### src/rtl/controller_spi_tx.sv
// Controller-side two-wire link transmitter: snapshots buttons and joystick X/Y,
// then repeats {SYNC_BYTE, buttons, x, y} MSB-first on chip_clk/chip_data.
module controller_spi_tx #(
    parameter int unsigned CLK_DIV    = 50,
    parameter int unsigned GAP_CYCLES = 1000,
    parameter logic [7:0]  SYNC_BYTE  = 8'hA5
) (
    input  logic       clk_in,
    input  logic       rst_in,
    input  logic       enable_in,
    input  logic [7:0] buttons_in,
    input  logic [7:0] joystick_x_in,
    input  logic [7:0] joystick_y_in,
    output logic       chip_clk_out,
    output logic       chip_data_out,
    output logic       busy_out,
    output logic       frame_done_out
);

    localparam int unsigned PH_W  = $clog2(2 * CLK_DIV);
    localparam int unsigned GAP_W = $clog2(GAP_CYCLES + 1);

    localparam logic [PH_W-1:0]  PH_RISE  = PH_W'(CLK_DIV - 1);
    localparam logic [PH_W-1:0]  PH_LAST  = PH_W'(2 * CLK_DIV - 1);
    localparam logic [GAP_W-1:0] GAP_LAST = GAP_W'(GAP_CYCLES - 1);

    typedef enum logic [1:0] {
        IDLE,
        LOAD,
        SHIFT,
        GAP
    } state_t;

    state_t            state;
    logic [31:0]       shreg;
    logic [4:0]        bit_cnt;
    logic [PH_W-1:0]   phase;
    logic [GAP_W-1:0]  gap_cnt;

    always_ff @(posedge clk_in) begin
        if (!rst_in) begin
            state          <= IDLE;
            shreg          <= '0;
            bit_cnt        <= '0;
            phase          <= '0;
            gap_cnt        <= '0;
            chip_clk_out   <= 1'b0;
            chip_data_out  <= 1'b0;
            busy_out       <= 1'b0;
            frame_done_out <= 1'b0;
        end else begin
            frame_done_out <= 1'b0;
            case (state)
                IDLE: begin
                    chip_clk_out  <= 1'b0;
                    chip_data_out <= 1'b0;
                    if (enable_in) begin
                        state    <= LOAD;
                        busy_out <= 1'b1;
                    end
                end

                LOAD: begin
                    shreg         <= {SYNC_BYTE, buttons_in, joystick_x_in, joystick_y_in};
                    bit_cnt       <= 5'd31;
                    phase         <= '0;
                    chip_data_out <= SYNC_BYTE[7];
                    state         <= SHIFT;
                end

                SHIFT: begin
                    phase <= phase + 1'b1;
                    // Data moves one cycle after chip_clk falls so it never
                    // changes on the same edge as any chip_clk transition.
                    if (phase == '0) begin
                        chip_data_out <= shreg[31];
                    end
                    if (phase == PH_RISE) begin
                        chip_clk_out <= 1'b1;
                    end
                    if (phase == PH_LAST) begin
                        chip_clk_out <= 1'b0;
                        phase        <= '0;
                        shreg        <= {shreg[30:0], 1'b0};
                        bit_cnt      <= bit_cnt - 1'b1;
                        if (bit_cnt == '0) begin
                            frame_done_out <= 1'b1;
                            gap_cnt        <= '0;
                            state          <= GAP;
                        end
                    end
                end

                GAP: begin
                    chip_clk_out  <= 1'b0;
                    chip_data_out <= 1'b0;
                    gap_cnt       <= gap_cnt + 1'b1;
                    if (gap_cnt == GAP_LAST) begin
                        if (enable_in) begin
                            state <= LOAD;
                        end else begin
                            state    <= IDLE;
                            busy_out <= 1'b0;
                        end
                    end
                end

                default: begin
                    state    <= IDLE;
                    busy_out <= 1'b0;
                end
            endcase
        end
    end

endmodule

### config.mk
export PLATFORM = sky130hd
export DESIGN_NAME = controller_spi_tx
export DESIGN_NICKNAME = d
export VERILOG_FILES = /design/src/rtl/controller_spi_tx.sv
export SDC_FILE = /design/constraint.sdc
export NUM_CORES = 1
export LEC_CHECK = 0
export ABC_CLOCK_PERIOD_IN_PS = 4400
export CAP_MARGIN = 0
export CORE_MARGIN = 3
export CORE_UTILIZATION = 45
export CTS_BUF_LIST = sky130_fd_sc_hd__clkbuf_2
export DETAILED_ROUTE_END_ITERATION = 10
export PLACE_DENSITY = 0.67
export SYNTH_ARGS = -nofsm -noshare
export SYNTH_HDL_FRONTEND = slang
export SYNTH_SLANG_ARGS = --single-unit
export TNS_END_PERCENT = 20
### constraint.sdc
create_clock -name clk_in -period 4.4 [get_ports clk_in]
set_input_delay 0.44 -clock clk_in [delete_from_list [all_inputs] [get_ports clk_in]]
set_output_delay 0.44 -clock clk_in [all_outputs]
set_load 0.02 [all_outputs]
==> flow_summary.toml, run 1 <==
[global_routing]
grt_pass1_vias = 2160
grt_overflow_total = 0
grt_use_total_pct = 16.93
grt_start_max_net_pins = 52
grt_pass1_wl_um = 10060
antenna_found_initial = 0

[timing]
rsz0062_at_grt = "false"
final_max_slew_viol_count = 0
clock.fmax_ghz = 0.3932
post-route-period-util_pct = 57.80
worst-slew-pin-transition_ps = 960.2
finalCriticalPeriod_ps = 2543
fin_setup_tns_ps = 0
setup_violations = 0
finClkSkew_ps = 14.37
relSlewSlack_pct = 35.99
hold_viol_final = 0

[power_and_ir_drop]
ir_drop_uv = 284.8
p_leak_nw = 1.130
powerDensity_mw_per_mm2 = 567.5

[critical_path]
crit_required_ps = 4800
worst-path-max-fanout = 51
critPathMaxStageDelay_ps = 870
worstSetupPathType = "reg -> reg"
path_buf_inv = 0
critPathSlowestCell = "a31o_2"
crit_arrival_ps = 2940
cp-end-kind = "flop"
path_cells = "ha_1, and4b_1, a31o_2, nor2_1, a211oi_1"
startpoint_type = "flop"
critPathTopFamily = "compound AO/OA/AOI/OAI gates"

[floorplanning]
initial_utilization_pct = 47.36
die_area_sq_mm = 0.007333
core_area_sq_mm = 0.006026
fp.dieH_um = 85.64
rows = 28
io_pins = 31
die_x_um = 85.64

[logic_synthesis]
synth_nets = 350
mappedNetlistArea_sq_mm = 0.002854
yosys_most_used_dff = "dfxtp_1"
yosys_warnings = 0
syn_area_per_cell_sq_um = 9.089
ys_seq_area_share_pct = 42.09
yosysUniqueCellTypes = 43
synth_edf_count = 0
syn-instance-count = 314
async_reset_ff_share_pct = 0
ys_ff_latch = 60

[cells_and_area]
area_growth_pct = 16.26
layout_commonest_cell = "dfxtp_1"
final_cell_mix = "dfxtp_1 (60), nor2_1 (45), clkdlybuf4s50_1 (30)"
n_fill_cell = 586
drive_above_1_share_pct = 7.895
final_nets = 373
instances_no_fill = 417
final_util_pct = 55.07
diodes = 0
multi_input_area_sq_mm = 0.001523
regArea_sq_mm = 0.001201

[clocking]
hold_buffers = 0
cts_buffers = 9
cts_max_level = 3
cts_buffer_depth = 2
clock_sinks = 60
cts_tree = "done"
root_buffer = "clkbuf_2"
clkLatencyLatePin_ps = 480
post_cts.repair.setup_buffers = 0
cts.clk_slew.worst_paths_ps = 180
cts_resized = 0

[drt]
avgViaCountPerCell = 5.619
drt_first_pass_iters = 4
drt-initial-drc-count = 126
wl_per_cell_um = 14.07
ant_nets = 0
dr_total_vias = 2343
drc = 0
drt-total-wl_um = 5867

[placement]
place.gp.congestion = 0.8161
dpl.hpwl_um = 3908
placed_cells = 401
numPortBuffers = 30

[worst_hold_path]
min_path_type = "reg -> reg"

[flow_run]
drv_cap = 0

[status]
status = "finished, final reports clean"
[cell families (layout without fill, tap and decap cells)]
family / count (synthesis) / count (layout) / share of synthesized area (%)
compound gates: 81 / 81 / 21.57
flops: 60 / 60 / 42.09
simple gates: 100 / 100 / 17.10
xor+xnor: 5 / 5 / 1.535
fa+ha+maj: 9 / 9 / 3.946
buf+inv: 33 / 61 / 4.647
mux: 26 / 26 / 9.119
[stage by stage]
stage | setup WS [ps] | hold slack (ps) | power [mW] | instance area (sq um)
2_1_floorplan | 2579 | 461.0 | 1.352 | 2854
3_3_place_gp | 1880 | 481.8 | 1.482 | 3182
3_5_place_dp | 1834 | 490.8 | 1.503 | 3182
4_1_cts | 1875 | 512.5 | 1.898 | 3318
5_1_grt | 1586 | 533.7 | 2.025 | 3318
6_report | 1857 | 509.9 | 1.883 | 3318
[cell type report]
class,instances,area share [%]
sequential,60,36.20
clock inverter,7,2.753
clock buffer,9,1.357
timing repair buffer,32,9.502
tap,75,2.828
multi-input combinational,221,45.89
inverter,13,1.471
[metal layers]
layer	GRT usage (%)	part of all wire [%]
met1	22.51	49
met2	26.34	46
met3	6.052	4.1
met4	4.029	0.92
met5	0	0
[worst register-to-register path, delay by kind of cell, from the launching register on]
family,cells,cell delay [ps]
compound gates,2,1120
simple gates,2,650
flops,1,460
fa+ha+maj,1,230
[flip-flops by register name (all words and copies together), names as in the netlist, 2 cells and up]
signal / flops
state: 2
shreg: 32
bit_cnt: 5
phase: 7
gap_cnt: 10
[synthesized netlist by cell type, types with 4 or more instances]
library cell / count / area (sq um)
dfxtp_1: 60 / 1201
nor2_1: 45 / 168.9
mux2i_1: 26 / 260.3
a211oi_1: 25 / 187.7
nand2_1: 15 / 56.30
a21oi_1: 13 / 65.06
clkbuf_1: 13 / 48.80
inv_1: 12 / 45.04
nand3_1: 12 / 60.06
o21ai_0: 11 / 55.05
ha_1: 9 / 112.6
buf_2: 7 / 35.03
a22oi_1: 6 / 45.04
o221a_2: 6 / 67.56
nand4_1: 5 / 31.28
and3_1: 4 / 25.02
or3_1: 4 / 25.02
[final timing paths]
check             start    endpoint  slack (ps)  depth (start not counted)
max            phase[0]   shreg[14]        1860                          5
min          bit_cnt[1]  bit_cnt[1]         510                          2
max reg2reg    phase[0]   shreg[14]        1860                          5
min reg2reg  bit_cnt[1]  bit_cnt[1]         510                          2
[power by group]
| part | switching [mW] | internal [mW] | leakage, nW |
|---|---|---|---|
| clock network | 0.207 | 0.185 | 0.0732 |
| registers | 0.100 | 0.690 | 0.490 |
| logic | 0.389 | 0.312 | 0.566 |
Power figures use the tool's default switching activity.
==> run 2, diff against run 1 <==
Settings changed: ABC_CLOCK_PERIOD_IN_PS 4400 to 2200, PLACE_DENSITY 0.67 to 0.69.
Clock period 4.4 ns to 2.2 ns, I/O delays scaled along.
==> run 2 against run 1 <==
  * Clock skew grew 11 ps
  * Clock-buffer cell count grew 1
  * Critical path depth grew 2
  * Routed wire length grew 3.0%
  * Sequential power grew 100%
  * Die area is the same
  * Register-to-register slack lost 1700 ps
  * Global-route usage grew 0.52 points
  * Combinational power grew 110%
  * Via count grew 1.8%
  * Worst hold slack lost 170 ps
  * Sequential share of layout area shrank 1.1 points
==> flow_summary.toml, run 2 (synthesis results as in run 1) <==
[clocking]
cts_max_level = 3
cts_buffers = 9
clock_sinks = 60
root_buffer = "clkbuf_2"
clkLatencyLatePin_ps = 500
cts.clk_slew.worst_paths_ps = 170
cts_buffer_depth = 2
cts_tree = "done"

[drt]
drt-initial-drc-count = 150
avgViaCountPerCell = 5.614
ant_nets = 0
wl_per_cell_um = 14.22
drt_first_pass_iters = 4
drc = 0
dr_total_vias = 2386
drt-total-wl_um = 6042

[power_and_ir_drop]
p_seq_share_pct = 40.0
p_comb_share_pct = 37.6
power.internal_mw = 2.548
ir_drop_uv = 564.5
p_sw_share_pct = 35.47
p_leak_nw = 1.194
power_frac_clock_pct = 22.4
powerDensity_mw_per_mm2 = 1154
p_sw_mw = 1.400

[critical_path]
worst-path-max-fanout = 51
worstSetupPathType = "reg -> reg"
crit_required_ps = 2600
cp-end-kind = "flop"
crit_arrival_ps = 2430
startpoint_type = "flop"

[global_routing]
grt_pass1_vias = 2278
grt_use_total_pct = 17.45
grt_pass1_wl_um = 10190
grt_start_max_net_pins = 52
grt_overflow_total = 0
antenna_found_initial = 0

[flow_run]
drv_cap = 0

[timing]
fin_setup_tns_ps = 0
finClkSkew_ps = 25.41
setup_violations = 0
finalCriticalPeriod_ps = 2033
post-route-period-util_pct = 92.39
worst-slew-pin-transition_ps = 575.8
rsz0062_at_grt = "false"
hold_viol_final = 0
relSlewSlack_pct = 61.44
clock.fmax_ghz = 0.4920
final_max_slew_viol_count = 0

[placement]
place.gp.congestion = 0.8216
numPortBuffers = 30
dpl.hpwl_um = 4062

[cells_and_area]
final_cell_mix = "dfxtp_1 (60), nor2_1 (45), clkdlybuf4s50_1 (30)"
multi_input_area_sq_mm = 0.001524
final_nets = 381
reg_top3 = "shreg: 32 flops, gap_cnt: 10 flops, phase: 7 flops"
n_fill_cell = 547
largest_reg_flops = 32
drive_above_1_share_pct = 10.29
area_growth_pct = 19.86
diodes = 0
final_util_pct = 56.77
regMostFlops = "shreg"
regArea_sq_mm = 0.001201
layout_commonest_cell = "dfxtp_1"

[floorplanning]
initial_utilization_pct = 47.36
rows = 28
fp.dieH_um = 85.64
io_pins = 31
die_x_um = 85.64
die_area_sq_mm = 0.007333
core_area_sq_mm = 0.006026

[worst_hold_path]
min_path_type = "in -> reg"

[status]
status = "finished, final reports clean"
## run 2: routing by layer
layer	global-route usage, %	wire length [um]
met1	21.68	2805
met2	26.98	2855
met3	6.244	269
met4	8.201	112
met5	0	0
## run 2: repair_timing
action / in CTS / in global routing
buffers inserted: 0 / 0
gates resized for setup: 0 / 1
endpoints found under the setup margin: 0 / 2
hold buffers: 0 / 0
## run 2: critical path: stages, from the launching register on
cell and delay, ps:
dfxtp_1 430, ha_1 220, and4b_2 370, buf_4 180, a31o_2 180, buf_12 220
nor2_1 60, a211oi_1 270
## run 2: power groups by stage
stage                     combinational, mW  sequential [mW]  clock [mW]
after floorplan                        1.14             1.57           0
after global placement                 1.44             1.59           0
after detailed placement               1.49             1.60           0
after CTS                              1.49             1.58       0.914
after global routing                   1.65             1.62       0.965
final                                  1.49             1.58       0.884
## run 2: through the flow
step / hold slack [ps] / cell area, sq um / cells / power [mW] / worst slack [ps]
global route: 310.5 / 3421 / 425 / 4.235 / 2.563
finish: 335.5 / 3421 / 425 / 3.948 / 167.4
floorplan: 365.9 / 2854 / 314 / 2.705 / 379.4
CTS: 294.5 / 3420 / 425 / 3.986 / 92.16
detailed placement: 481.7 / 3267 / 409 / 3.085 / 128.2
global placement: 480.3 / 3267 / 409 / 3.038 / 253.1
## run 2: final cells by class
cell class | count | area share (%)
tap | 75 | 2.743
clock buffer | 10 | 1.463
sequential | 60 | 35.11
timing repair buffer | 40 | 11.70
clock inverter | 6 | 2.999
multi-input combinational | 221 | 44.55
inverter | 13 | 1.426
## run 2: final timing paths
kind | startpoint | to | slack, ps | cells past startpoint
hold / removal | buttons_in[4] | shreg[20] | 340 | 3
hold reg to reg | chip_clk_out | chip_clk_out | 500 | 2
setup reg to reg | phase[0] | shreg[10] | 170 | 7
setup / recovery | phase[0] | shreg[10] | 170 | 7
